==> config.mk <==
export PLATFORM = sky130hd
export DESIGN_NAME = mux_arbiter
export DESIGN_NICKNAME = d
export VERILOG_FILES = /design/src/rtl/mux_arbiter.sv
export SDC_FILE = /design/constraint.sdc
export NUM_CORES = 1
export LEC_CHECK = 0
export CELL_PAD_IN_SITES_DETAIL_PLACEMENT = 0
export CELL_PAD_IN_SITES_GLOBAL_PLACEMENT = 1
export CORE_AREA = 4 4 41 43
export DETAILED_ROUTE_END_ITERATION = 16
export DIE_AREA = 0 0 45 47
export HOLD_SLACK_MARGIN = 0.03
export MAX_ROUTING_LAYER = met4
export PLACE_DENSITY_LB_ADDON = 0.12
export REMOVE_ABC_BUFFERS = 1
export SYNTH_ARGS = -nofsm -noshare
export SYNTH_HDL_FRONTEND = slang
export SYNTH_SLANG_ARGS = --single-unit
==> constraint.sdc <==
create_clock -name clk -period 1.78 [get_ports clk]
set_input_delay 0.534 -clock clk [delete_from_list [all_inputs] [get_ports clk]]
set_output_delay 0.534 -clock clk [all_outputs]
set_load 0.02 [all_outputs]
==> src/rtl/mux_arbiter.sv <==
// mux_arbiter: two-requester round-robin arbiter that owns the select of a
// WIDTH-bit 2:1 datapath mux. A requester that wins keeps the mux until it
// drops its request. When both want it from idle, the one that did not own it
// last wins.
//
// Optional feature (macro ARB_TIMEOUT_EN): an owner that has held the mux for
// MAX_HOLD cycles while the other side is waiting is forced to hand over.
// Without the macro there is no preemption and the hold counter is not built.
//
// Ports:
//   clk        clock, all state on rising edge
//   rst        synchronous active-high reset
//   req_a/b    level requests, held while the mux is in use
//   a/b        WIDTH-bit data from requester A/B
//   gnt_a/b    registered ownership grants (never both high)
//   sel        registered mux select, 0 = a, 1 = b
//   out        sel ? b : a while owned, 0 when idle (combinational)
//   out_valid  gnt_a | gnt_b
module mux_arbiter #(
  parameter int WIDTH    = 3,
  parameter int MAX_HOLD = 8
) (
  input  logic             clk,
  input  logic             rst,
  input  logic             req_a,
  input  logic             req_b,
  input  logic [WIDTH-1:0] a,
  input  logic [WIDTH-1:0] b,
  output logic             gnt_a,
  output logic             gnt_b,
  output logic             sel,
  output logic [WIDTH-1:0] out,
  output logic             out_valid
);

  typedef enum logic [1:0] {IDLE, OWN_A, OWN_B} state_t;

  state_t state, nxt;
  logic   last_b;   // 1: B was the most recent owner, so A wins the next tie
  logic   expire_a; // A must give way to a waiting B
  logic   expire_b; // B must give way to a waiting A

  // A hold limit below 2 would let a requester be preempted on entry.
  if (MAX_HOLD < 2) begin : g_bad_hold
    $error("mux_arbiter: MAX_HOLD must be >= 2");
  end

`ifdef ARB_TIMEOUT_EN
  localparam int HW = $clog2(MAX_HOLD);
  localparam logic [HW-1:0] HOLD_MAX = HW'(MAX_HOLD - 1);

  // Cycles spent in the current OWN state; reaches HOLD_MAX on the
  // MAX_HOLD-th cycle of ownership and saturates there.
  logic [HW-1:0] hold_cnt;

  assign expire_a = (state == OWN_A) && (hold_cnt == HOLD_MAX) && req_b;
  assign expire_b = (state == OWN_B) && (hold_cnt == HOLD_MAX) && req_a;
`else
  assign expire_a = 1'b0;
  assign expire_b = 1'b0;
`endif

  // Next-state decode. Handover between owners is direct, with no idle bubble.
  always_comb begin
    nxt = state;
    case (state)
      IDLE: begin
        if (req_a && (!req_b || last_b)) nxt = OWN_A;
        else if (req_b)                  nxt = OWN_B;
      end
      OWN_A: begin
        if (!req_a || expire_a) nxt = req_b ? OWN_B : IDLE;
      end
      OWN_B: begin
        if (!req_b || expire_b) nxt = req_a ? OWN_A : IDLE;
      end
      default: nxt = IDLE;
    endcase
  end

  always_ff @(posedge clk) begin
    if (rst) begin
      state  <= IDLE;
      gnt_a  <= 1'b0;
      gnt_b  <= 1'b0;
      sel    <= 1'b0;
      last_b <= 1'b1;
`ifdef ARB_TIMEOUT_EN
      hold_cnt <= '0;
`endif
    end else begin
      state <= nxt;
      gnt_a <= (nxt == OWN_A);
      gnt_b <= (nxt == OWN_B);
      sel   <= (nxt == OWN_B);
      if (nxt == OWN_A && state != OWN_A) last_b <= 1'b0;
      if (nxt == OWN_B && state != OWN_B) last_b <= 1'b1;
`ifdef ARB_TIMEOUT_EN
      if (nxt != state)
        hold_cnt <= '0;
      else if (state != IDLE && hold_cnt != HOLD_MAX)
        hold_cnt <= hold_cnt + 1'b1;
`endif
    end
  end

  assign out_valid = gnt_a | gnt_b;
  assign out       = out_valid ? (sel ? b : a) : '0;

endmodule

==> qor.yml, run 1 <==
status: "completed"
ys_seq_area_share_pct: 42.78
slew_violations: 0
synthArstFlopShare_pct: 0
power_density_nw_per_um2: 764.2
antenna_cells: 0
critPathMaxStageDelay_ps: 340
path_cells: "buf_4 -> buf_4 -> dlygate4sd2_1"
io_buffers: 16
grt_overflow_total: 0
synth_top_cell_by_area: "dfxtp_1"
grt_start_max_net_pins: 6
gp_congestion: 0.6985
cpMostUsedCell: "buf_4"
vias: 279
hold_buffers: 0
fp.coreArea_um2: 1301
rsz0062_at_grt: "false"
routedWlPerCell_um: 11.34
cp_slowest_cell: "dfxtp_1"
critPathRequiredTime_ps: 1250
syn_area_per_cell_um2: 9.359
worstSetupEndpointType: "output port"
ir_drop_mv: 0.3138
first_pass_iters: 1
period_share_pct: 93.61
whs_ps: 566.2
cp.arrival_ps: 1130
cp_top_family: "buffers and inverters"
dieArea_um2: 2115
synthCells: 25
cts.sinks: 5
drtIter0Drc: 0
final_area_um2: 449.2
cts_buffer_depth: 2
syn-cell-area_um2: 234.0
setup_viol: 0
clk_pin_slew_ps: 40
die_x_um: 45
antenna_found_initial: 0
cts_buffers: 3
skew_ps: 0.1695
yosys_most_used_dff: "dfxtp_1"
synth_area_leaders: "dfxtp_1 (43%), a22o_1 (11%), and3b_1 (7.5%)"
multi_input_comb_area_um2: 122.6
clkLatencyLatePin_ps: 230
crit_path_max_fanout: 4
yosys.area.top_type_share_pct: 42.78
viasPerCell: 4.500
leakage_nw: 0.2330
seq_area_um2: 100.1
utilization_pct: 34.52
grt.total_usage_pct: 7.837
tightest_slew_ps: 246.9
place_area_um2: 427.9
worst_setup_path_start_kind: "flop"
grt_pass1_wl_um: 1097
hpwl_um: 610.1
syn_to_final_growth_pct: 91.98
htree_levels: 1
postCtsSetupBuffers: 0
tritoncts: "yes"
synth_seq_cells: 5
fill_cells: 145
synth-edff-count: 0
finalNetCount: 58
yosysMostFrequentCell: "dfxtp_1"
layout-drive-gt1-share_pct: 23.40
post-route-min-period_ps: 1666
synthTopCellsByCount: "dfxtp_1 (5), a22o_1 (3), and3b_1 (2), nor2b_1 (2), nor3_1 (2)"
cts-root-buf: "clkbuf_4"
finalWirelength_um: 703
ys.warnings.count: 0
grt_pass1_vias: 298
max_cap_violations: 0
drc_errors: 0
critical_path_class: "reg2out"
drtAntennaViolNets: 0
rows: 13
hold_violations: 0
ios: 17
relSlewSlack_pct: 83.51
fmax_mhz: 600.2
fp.dieH_um: 47
synthDistinctLibCells: 16
hold_class: "reg2reg"
fin_tns_setup_ps: 0
initial_core_util_pct: 17.98
crit_buf_inv: 3
## layer usage
| layer | global-route usage [%] | vias up | wire length [µm] |
|---|---|---|---|
| li1 | - | 137 | - |
| met1 | 6.150 | 127 | 244 |
| met2 | 13.84 | 15 | 364 |
| met3 | 1.916 | 0 | 94 |
| met4 | 8.772 | 0 | 0 |
| met5 | - | - | 0 |
## what timing repair did
action                                 in CTS  in global routing
endpoints found under the hold margin       0                  0
setup endpoints to repair                   7                  2
gates resized for setup                    25                  5
pin swaps                                   2                  1
## cell type report
class,instances,share of cell area [%]
well taps,15,4.178
repair buffers,19,39.55
multi-input cells,18,27.30
inverters,1,0.8357
flip-flops and latches,5,22.28
clock buffers,4,5.850
## state kept, by name, indices dropped and copies added (netlist names)
register and flops:
last_b 1, sel 1, state 2, gnt_a 1
## path summary, 6_finish.rpt
| path | startpoint | slack [ps] | end | cells after the start |
|---|---|---|---|---|
| max | sel$_SDFF_PP0_ | 110 | gnt_b | 3 |
| min | last_b$_SDFFE_PP1P_ | 570 | last_b$_SDFFE_PP1P_ | 2 |
| max reg2reg | last_b$_SDFFE_PP1P_ | 900 | sel$_SDFF_PP0_ | 3 |
| min reg2reg | last_b$_SDFFE_PP1P_ | 570 | last_b$_SDFFE_PP1P_ | 2 |
## report_power, final
part	switching, mW	internal (mW)	total, mW
combinational	0.0404	0.0503	0.0908
clock	0.0399	0.0843	0.124
sequential	0.00730	0.121	0.128
total	0.0876	0.256	0.343
## cells by family (layout without fill, tap and decap cells)
family | after synthesis | after routing | synth area share [%]
and+or+nand+nor | 11 | 11 | 30.48
buffers and inverters | 2 | 24 | 4.812
AOI/OAI and AO/OA | 7 | 7 | 21.93
DFF | 5 | 5 | 42.78
## through the flow
step / power, mW / instances / setup slack [ps]
floorplan: 0.1708 / 24 / 241.4
global placement: 0.2267 / 58 / -473.6
detailed placement: 0.2292 / 58 / -495.9
CTS: 0.3509 / 62 / -83.39
global route: 0.3633 / 62 / 36.74
finish: 0.3433 / 62 / 113.8
## placed cells by master (no fill, tap or decap), types with 2 or more instances in the layout
| cell type | n |
|---|---|
| a22o_1 | 3 |
| and3b_1 | 2 |
| buf_4 | 3 |
| buf_6 | 3 |
| clkbuf_4 | 3 |
| clkdlybuf4s50_1 | 3 |
| dfxtp_1 | 5 |
| dlygate4sd2_1 | 7 |
| dlymetal6s2s_1 | 2 |
| nor2b_1 | 2 |
| nor3_1 | 2 |
## worst min-delay path, cell delays in order, from the launching register on
cell      delay (ps)
dfxtp_1          320
nand3_1           70
nand4b_1         100
Note: power is estimated with default switching activity, not from simulation.
==> inputs of run 2 (changes only) <==
--- a/config.mk
+++ b/config.mk
@@ -17,3 +17,4 @@
 export SYNTH_ARGS = -nofsm -noshare
 export SYNTH_HDL_FRONTEND = slang
 export SYNTH_SLANG_ARGS = --single-unit
+export TNS_END_PERCENT = 10
==> qor.yml, run 2 (same netlist as run 1, synthesis figures left out) <==
initial_core_util_pct: 17.98  # unchanged
skew_ps: 0.1695  # unchanged
relSlewSlack_pct: 83.84  # +0.33 points
setup_viol: 0  # unchanged
cp.arrival_ps: 1130  # about the same
first_pass_iters: 1  # unchanged
io_buffers: 16  # unchanged
rows: 13  # unchanged
grt_start_max_net_pins: 6  # unchanged
htree_levels: 1  # unchanged
multi_input_comb_area_um2: 122.6  # unchanged
rsz0062_at_grt: "false"
fp.coreArea_um2: 1301  # unchanged
hold_class: "reg2reg"
tightest_slew_ps: 241.9  # -4.998 ps
ios: 17  # unchanged
cts_buffer_depth: 2  # unchanged
drtIter0Drc: 0  # unchanged
grt.total_usage_pct: 7.837  # unchanged
syn_to_final_growth_pct: 98.40
clkLatencyLatePin_ps: 230  # about the same
drtAntennaViolNets: 0  # unchanged
post-route-min-period_ps: 1669  # +2.411 ps
tritoncts: "yes"
slew_violations: 0  # unchanged
hpwl_um: 610.1  # unchanged
status: "completed"
viasPerCell: 4.484  # -0.36%
pwr-share-comb_pct: 26.8  # +0.4 points
cellInternalPower_uw: 257.3  # +0.64%
worstSetupEndpointType: "output port"
critPathRequiredTime_ps: 1250  # about the same
finalNetCount: 58  # unchanged
whs_ps: 566.2  # unchanged
clkPwrFrac_pct: 36.0  # -0.2 points
largest_reg_flops: 2  # unchanged
utilization_pct: 35.67  # +1.2 points
switching_share_pct: 25.41  # -0.12 points
fmax_mhz: 599.3  # -0.14%
routedWlPerCell_um: 11.37  # +0.28%
reg2reg_from: "last_b$_SDFFE_PP1P_"
cts-root-buf: "clkbuf_4"
worst_setup_path_start_kind: "flop"
switching_power_uw: 87.63  # about the same
worstHoldStart: "last_b$_SDFFE_PP1P_"
post-place-cells: 58  # unchanged
grt_pass1_wl_um: 1097  # unchanged
largest-register: "state"
drc_errors: 0  # unchanged
finalWirelength_um: 705  # +0.28%
dieArea_um2: 2115  # unchanged
crit_path_max_fanout: 4  # unchanged
ir_drop_mv: 0.3164  # +0.82%
seq_power_share_pct: 37.2  # -0.2 points
fp.dieH_um: 47  # unchanged
cts.sinks: 5  # unchanged
layout-drive-gt1-share_pct: 23.40  # unchanged
final_common_cell: "dlymetal6s2s_1"
antenna_found_initial: 0  # unchanged
cts_buffers: 3  # unchanged
die_x_um: 45  # unchanged
period_share_pct: 93.74  # +0.14 points
critical_path_class: "reg2out"
clk_pin_slew_ps: 40  # about the same
crit_path_start: "sel$_SDFF_PP0_"
grt_pass1_vias: 298  # unchanged
postCtsSetupBuffers: 0  # unchanged
hold_violations: 0  # unchanged
fill_cells: 141  # -2.8%
hold_buffers: 0  # unchanged
stdcell_count: 62  # unchanged
power_density_nw_per_um2: 743.0  # -2.8%
seq_area_um2: 100.1  # unchanged
vias: 278  # -0.36%
leakage_nw: 0.2642  # +13%
gp_congestion: 0.6985  # unchanged
max_cap_violations: 0  # unchanged
grt_overflow_total: 0  # unchanged
final_cell_mix: "dlymetal6s2s_1 (6), dfxtp_1 (5)"
antenna_cells: 0  # unchanged
## run 2: changes by cell type in the layout (fill, tap and decap cells not counted)
cell	previous run	this run
dlygate4sd2_1	7	3
dlymetal6s2s_1	2	6
## run 2: power by group through the flow
stage	registers (mW)	clock network, mW	logic, mW
3_3_place_gp	0.130	0	0.0971
6_report	0.128	0.124	0.0924
3_5_place_dp	0.130	0	0.0988
2_1_floorplan	0.135	0	0.0354
5_1_grt	0.130	0.136	0.0993
4_1_cts	0.128	0.131	0.0894
## run 2: worst paths after layout
path                            cells past startpoint  slack (ps)                   to
worst max-delay path                                3         110                gnt_b
worst min-delay path                                2         570  last_b$_SDFFE_PP1P_
worst max register to register                      3         900       sel$_SDFF_PP0_
worst min register to register                      2         570  last_b$_SDFFE_PP1P_
## run 2: through the flow
step | power (mW) | worst slack, ps | setup TNS [ps] | cell area, µm²
finish | 0.3449 | 111.4 | 0 | 464.2
global route | 0.3649 | 36.66 | 0 | 464.2
global placement | 0.2267 | -473.6 | -1414 | 427.9
detailed placement | 0.2292 | -495.9 | -1456 | 427.9
floorplan | 0.1708 | 241.4 | 0 | 226.5
CTS | 0.3492 | -83.39 | -241.4 | 435.4
## run 2: layer usage
metal / GRT usage, % / part of all wire (%)
met1: 6.150 / 35
met5: - / 0
met3: 1.916 / 12
met2: 13.84 / 52
met4: 8.772 / 0
## run 2: area by class of cell
cell class              instances  area share (%)
clock buffers                   4           5.660
inverters                       1          0.8086
repair buffers                 19           41.51
multi-input cells              18           26.42
flip-flops and latches          5           21.56
well taps                      15           4.043
## run 2: timing repair
item / in CTS / in global routing
gates resized for setup: 17 / 13
cloned: 0 / 0
endpoints found under the setup margin: 7 / 4
pin swaps: 0 / 3
## run 2: worst max-delay path, cell delays in order (launching register included)
cell           delay, ps
dfxtp_1              340
buf_4                140
buf_4                100
dlygate4sd2_1        320
